==> config.mk <==
export PLATFORM = sky130hd
export DESIGN_NAME = group_mac_window
export DESIGN_NICKNAME = d
export VERILOG_FILES = /design/src/rtl/group_mac_window_pkg.sv /design/src/rtl/group_mac_window_mac_lane_sat.sv /design/src/rtl/group_mac_window.sv
export SDC_FILE = /design/constraint.sdc
export NUM_CORES = 2
export LEC_CHECK = 0
export ABC_AREA = 1
export BUFFER_PORTS_ARGS = -buffer_cell sky130_fd_sc_hd__buf_4
export CAP_MARGIN = 10
export CORE_ASPECT_RATIO = 0.6
export CORE_MARGIN = 2
export CORE_UTILIZATION = 57
export DETAILED_ROUTE_END_ITERATION = 6
export PLACE_DENSITY = 0.85
export SKIP_LAST_GASP = 1
export SLEW_MARGIN = 5
export SYNTH_ARGS = -nofsm -noshare
export SYNTH_HDL_FRONTEND = slang
export SYNTH_SLANG_ARGS = --single-unit
==> constraint.sdc <==
create_clock -name clk -period 19 [get_ports clk]
set_input_delay 3.8 -clock clk [delete_from_list [all_inputs] [get_ports clk]]
set_output_delay 3.8 -clock clk [all_outputs]
set_load 0.05 [all_outputs]
==> src/rtl/group_mac_window_pkg.sv <==
// group_mac_window_pkg: shared widths, saturation limits and the shift/saturate helper.
package group_mac_window_pkg;
    localparam int IMG_WIDTH_DEF = 16;
    localparam int KER_WIDTH_DEF = 16;
    localparam int ACC_WIDTH_DEF = 40;
    localparam int OUT_WIDTH_DEF = 16;
    localparam int PROD_WIDTH = IMG_WIDTH_DEF + KER_WIDTH_DEF;
    localparam int OUT_MAX = 2 ** (OUT_WIDTH_DEF - 1) - 1;
    localparam int OUT_MIN = -(2 ** (OUT_WIDTH_DEF - 1));

    typedef struct packed {
        logic ovf;
        logic signed [63:0] val;
    } sat_t;

    // Accumulators up to 64 bits are sign-extended in, the result is truncated by the caller.
    function automatic sat_t sat_shift(input logic signed [63:0] a, input int sh, input int ow);
        sat_t r;
        logic signed [63:0] s, mx, mn;
        s = a >>> sh;
        mx = (64'sd1 <<< (ow - 1)) - 64'sd1;
        mn = ~mx;
        r.ovf = (s > mx) || (s < mn);
        r.val = (s > mx) ? mx : (s < mn) ? mn : s;
        return r;
    endfunction
endpackage

==> src/rtl/group_mac_window_mac_lane_sat.sv <==
// mac_lane_sat: one MAC lane - registered product, window accumulator with wrap tracking, close-time saturation.
module mac_lane_sat
    import group_mac_window_pkg::*;
#(
    parameter int IMG_WIDTH = IMG_WIDTH_DEF,
    parameter int KER_WIDTH = KER_WIDTH_DEF,
    parameter int ACC_WIDTH = ACC_WIDTH_DEF,
    parameter int SHIFT = 8,
    parameter int OUT_WIDTH = OUT_WIDTH_DEF
) (
    input  logic                 clk,
    input  logic                 rst,
    input  logic [IMG_WIDTH-1:0] i_img,
    input  logic [KER_WIDTH-1:0] i_ker,
    input  logic                 i_v2,
    input  logic                 i_first2,
    input  logic                 i_close,
    output logic [OUT_WIDTH-1:0] o_res,
    output logic                 o_ovf
);
    localparam int PW = IMG_WIDTH + KER_WIDTH;

    logic signed [PW-1:0] r_prod;
    logic signed [ACC_WIDTH-1:0] r_acc, w_pext, w_sum;
    logic r_sticky, w_wrap, w_restart;
    sat_t w_sat;

    assign w_pext = ACC_WIDTH'(r_prod);
    assign w_sum = r_acc + w_pext;
    assign w_wrap = (r_acc[ACC_WIDTH-1] == w_pext[ACC_WIDTH-1]) && (w_sum[ACC_WIDTH-1] != r_acc[ACC_WIDTH-1]);
    // A closing window hands the accumulator to the buffer this cycle, so the next beat starts fresh.
    assign w_restart = i_first2 | i_close;
    assign w_sat = sat_shift(64'(r_acc), SHIFT, OUT_WIDTH);
    assign o_res = OUT_WIDTH'(w_sat.val);
    assign o_ovf = w_sat.ovf | r_sticky;

    always_ff @(posedge clk or posedge rst) begin
        if (rst) begin
            r_prod <= '0;
            r_acc <= '0;
            r_sticky <= 1'b0;
        end else begin
            r_prod <= PW'($signed(i_img)) * PW'($signed(i_ker));
            if (i_v2) begin
                r_acc <= w_restart ? w_pext : w_sum;
                r_sticky <= !w_restart && (r_sticky | w_wrap);
            end else if (i_close) begin
                r_acc <= '0;
                r_sticky <= 1'b0;
            end
        end
    end
endmodule

==> src/rtl/group_mac_window.sv <==
// group_mac_window: GROUP_NB windowed MAC lanes with flag pipeline, pending-window throttle and 2-entry result FIFO.
module group_mac_window
    import group_mac_window_pkg::*;
#(
    parameter int GROUP_NB = 4,
    parameter int IMG_WIDTH = IMG_WIDTH_DEF,
    parameter int KER_WIDTH = KER_WIDTH_DEF,
    parameter int ACC_WIDTH = ACC_WIDTH_DEF,
    parameter int SHIFT = 8,
    parameter int OUT_WIDTH = OUT_WIDTH_DEF
) (
    input  logic                          clk,
    input  logic                          rst,
    input  logic [GROUP_NB*IMG_WIDTH-1:0] img,
    input  logic [GROUP_NB*KER_WIDTH-1:0] ker,
    input  logic                          val,
    input  logic                          first,
    input  logic                          last,
    output logic                          rdy,
    output logic [GROUP_NB*OUT_WIDTH-1:0] result,
    output logic [GROUP_NB-1:0]           result_ovf,
    output logic                          result_val,
    input  logic                          result_rdy
);
    logic r_v1, r_f1, r_l1, r_v2, r_f2, r_l2, r_l3, r_rdy, r_wp, r_rp;
    logic [GROUP_NB*IMG_WIDTH-1:0] r_img;
    logic [GROUP_NB*KER_WIDTH-1:0] r_ker;
    logic [1:0] r_pend, w_pend_nxt, r_cnt;
    logic [GROUP_NB*OUT_WIDTH-1:0] r_buf_res [2];
    logic [GROUP_NB-1:0] r_buf_ovf [2];
    logic [GROUP_NB*OUT_WIDTH-1:0] w_res;
    logic [GROUP_NB-1:0] w_ovf;
    logic w_acc, w_push, w_pop;

    assign w_acc = val & r_rdy;
    assign w_push = r_l3;
    assign w_pop = result_val & result_rdy;
    assign w_pend_nxt = r_pend + 2'(w_acc & last) - 2'(w_pop);
    assign rdy = r_rdy;
    assign result_val = r_cnt != 2'd0;
    assign result = r_buf_res[r_rp];
    assign result_ovf = r_buf_ovf[r_rp];

    for (genvar g = 0; g < GROUP_NB; g++) begin : g_lane
        mac_lane_sat #(
            .IMG_WIDTH(IMG_WIDTH),
            .KER_WIDTH(KER_WIDTH),
            .ACC_WIDTH(ACC_WIDTH),
            .SHIFT(SHIFT),
            .OUT_WIDTH(OUT_WIDTH)
        ) u_lane (
            .clk(clk),
            .rst(rst),
            .i_img(r_img[g*IMG_WIDTH +: IMG_WIDTH]),
            .i_ker(r_ker[g*KER_WIDTH +: KER_WIDTH]),
            .i_v2(r_v2),
            .i_first2(r_f2),
            .i_close(r_l3),
            .o_res(w_res[g*OUT_WIDTH +: OUT_WIDTH]),
            .o_ovf(w_ovf[g])
        );
    end

    always_ff @(posedge clk or posedge rst) begin
        if (rst) begin
            {r_v1, r_f1, r_l1, r_v2, r_f2, r_l2, r_l3, r_rdy} <= '0;
            r_img <= '0;
            r_ker <= '0;
            r_pend <= '0;
        end else begin
            r_v1 <= w_acc;
            r_f1 <= w_acc & first;
            r_l1 <= w_acc & last;
            if (w_acc) begin
                r_img <= img;
                r_ker <= ker;
            end
            r_v2 <= r_v1;
            r_f2 <= r_f1;
            r_l2 <= r_l1;
            r_l3 <= r_l2;
            r_pend <= w_pend_nxt;
            // Registered from the next count so rdy never sees result_rdy or val combinationally.
            r_rdy <= w_pend_nxt != 2'd2;
        end
    end

    always_ff @(posedge clk or posedge rst) begin
        if (rst) begin
            r_buf_res[0] <= '0;
            r_buf_res[1] <= '0;
            r_buf_ovf[0] <= '0;
            r_buf_ovf[1] <= '0;
            r_wp <= 1'b0;
            r_rp <= 1'b0;
            r_cnt <= '0;
        end else begin
            if (w_push) begin
                r_buf_res[r_wp] <= w_res;
                r_buf_ovf[r_wp] <= w_ovf;
                r_wp <= ~r_wp;
            end
            if (w_pop) r_rp <= ~r_rp;
            r_cnt <= r_cnt + 2'(w_push) - 2'(w_pop);
        end
    end

    a_no_overflow: assert property (@(posedge clk) disable iff (rst) !(w_push && !w_pop && r_cnt == 2'd2));
endmodule

==> results.py <==
metrics = {
    "status": {
        "outcome": "completed",
    },
    "synthesis": {
        "yosysMostFrequentCell": "nand2_1",
        "synthTopCellsByCount": "nand2_1, inv_1, fa_1",
        "synthCells": 10700,
        "ys_top_cells_by_area": "fa_1, dfrtp_1, nand2_1",
        "syn_area_mm2": 0.0770,
        "synth_seq_cells": 570,
        "async_flop_share_pct": 100,
        "synth_top_area_share_pct": 27.3,
        "synth_fp_nets": 12400,
        "avgSynthCellArea_um2": 7.19,
        "synth_area_leader_cell": "fa_1",
        "synth-edff-count": 0,
        "ys_seq_area_share_pct": 18.5,
        "ys.flop_type": "dfrtp_1",
        "yosysWarnings": 0,
        "ys_types": 48,
    },
    "placement": {
        "hpwlAfterDp_um": 184000,
        "gp_congestion": 1.03,
        "post-place-ws_ns": 11.52,
        "place_area_mm2": 0.0796,
        "portBuffers": 203,
    },
    "finish": {
        "final_area_mm2": 0.0818,
        "post-route-util_pct": 61.0,
        "nets": 12300,
        "area_growth_pct": 6.16,
        "final_layout_size_suffix_gt1_share_pct": 4.03,
    },
    "floorplanning": {
        "die-height_um": 289,
        "die_width_um": 479,
        "die-area_mm2": 0.138,
        "core-area_mm2": 0.134,
        "ios": 204,
        "initial_core_util_pct": 57.4,
        "rows": 104,
    },
    "setup_path": {
        "crit_type": "input pin to asynchronous set/reset pin",
        "cp_data_arrival_time_ns": 7.37,
        "cp_max_fo": 150,
        "start_kind": "input pin",
        "crit_top_cell": "buf_4",
        "crit_chain": "buf_4 > clkinvlp_4 > buf_4 > buf_4 > buf_12 > buf_4",
        "cp.required_ns": 19.65,
        "crit_path_end_kind": "asynchronous set/reset pin",
        "crit_slowest_cell": "buf_4",
        "slowest_delay_ns": 0.85,
    },
    "clock_network": {
        "clock_path_buffers": 3,
        "clk-insertion-delay-late_ns": 0.68,
        "cts_root_buffer": "clkbuf_16",
        "cts.sinks": 570,
        "cts_tree": "built",
        "clkTransAtPathRegs_ns": 0.06,
        "cts_max_level": 3,
        "ctsHoldBuffers": 0,
        "cts_buffers": 67,
        "post_cts_buffers": 0,
        "cts.repair.resized": 0,
    },
    "sta": {
        "slew_violations": 0,
        "slew_headroom_pct": 19.7,
        "fmax_mhz": 149,
        "final_critical_path_setup_slack_ns": 12.28,
        "finalSetupTns_ns": 0,
        "fin_crit_ns": 6.72,
        "skew_ns": 0.0232,
        "fin_crit_sh_pct": 35.4,
        "tightestPinTransition_ns": 1.20,
        "hold_viol": 0,
        "rsz0062_at_grt": "no",
        "final-setup-viol-count": 0,
    },
    "worst_hold_path": {
        "hold_class": "flop to flop",
    },
    "grt": {
        "antenna_found_initial": 6,
        "first_global_vias": 67800,
        "grt_pass1_wl_um": 366000,
        "grt_use_total_pct": 33.6,
        "grt_max_degree": 229,
        "overflow": 0,
    },
    "job": {
        "cap_violations": 0,
    },
    "detailed_routing": {
        "avgViaCountPerCell": 5.44,
        "ant_nets": 0,
        "wirelength_um": 229000,
        "drt-wirelength-per-cell_um": 18.3,
        "drt_iter0_drc": 7678,
        "dr.pass1.iters": 7,
        "route.detailed.drc": 0,
        "vias": 67900,
    },
}
## per-stage QoR
stage	hold WS, ns	std cells
finish	0.356	12500
detailed placement	0.342	12400
floorplan	0.331	10700
CTS	0.355	12500
global route	0.360	12500
global placement	0.332	12400
## state kept, by name, indices dropped and copies added, names as in the netlist, 2 cells and up
signal                  cells
g_lane.u_lane.r_acc       160
g_lane.u_lane.r_prod      128
r_buf_res                 128
r_img                      64
r_ker                      64
r_buf_ovf                   8
g_lane.u_lane.r_sticky      4
r_cnt                       2
r_pend                      2
## final cells by class
type | instances | area (µm²)
fill | 11800 | 52400
multi-input combinational | 7219 | 51800
sequential | 570 | 14300
inverter | 2533 | 9510
tap | 1802 | 2250
clock buffer | 83 | 1840
timing repair buffer | 233 | 1770
clock inverter | 39 | 370
antenna | 2 | 5.00
## worst max-delay path, delay by kind of cell
family / cells / cell delay [ns]
buffers and inverters: 6 / 3.19
## cells in the final DEF, fill, tap and decap left out, drive strengths merged, types with 3 or more instances in the layout
master / instances
nand2: 3523
inv: 2542
fa: 1052
nor2: 651
dfrtp: 570
ha: 488
o21ai: 390
nand3: 380
a21oi: 234
buf: 233
xor2: 124
nand4: 98
clkbuf: 83
xnor2: 59
nor3: 48
o21bai: 43
nor4: 23
a21o: 22
or2: 16
clkinv: 16
o22ai: 13
a31o: 12
clkinvlp: 11
a31oi: 9
o21a: 8
o211ai: 7
a21boi: 5
nand3b: 4
o31ai: 4
and2: 3
bufinv: 3
## layer usage
layer  track usage, %  vias up  wire length (µm)
met5                0        -                21
met4             8.29        4              5640
met1             51.0    32700            102000
met2             47.3     3527             92600
li1                 -    31300                 -
met3             9.19      394             28500
## kinds of logic after synthesis
family / count (synthesis) / share of synthesized area [%]
flops: 570 / 18.5
simple gates: 4748 / 24.4
buf+inv: 2934 / 14.4
xor+xnor: 183 / 2.08
fa+ha+maj: 1540 / 35.3
compound gates: 748 / 5.41
## path summary, 6_finish.rpt
| kind | startpoint | to | slack [ns] | cells after the start |
|---|---|---|---|---|
| hold reg to reg | r_l2 | r_l3 | 0.36 | 0 |
| setup / recovery | rst | r_buf_res[108] | 12.28 | 6 |
| max in group clk | r_rp | result[27] | 12.28 | 3 |
| hold / removal | r_l2 | r_l3 | 0.36 | 0 |
| min in group asynchronous | rst | g_lane[1].u_lane.r_prod[14] | 3.49 | 3 |
| setup reg to reg | r_ker[2] | g_lane[0].u_lane.r_prod[29] | 12.40 | 14 |
Power is left out: the tool's default activity adds up to more than one toggle a clock period on the data nets, which glitch-free logic cannot reach.
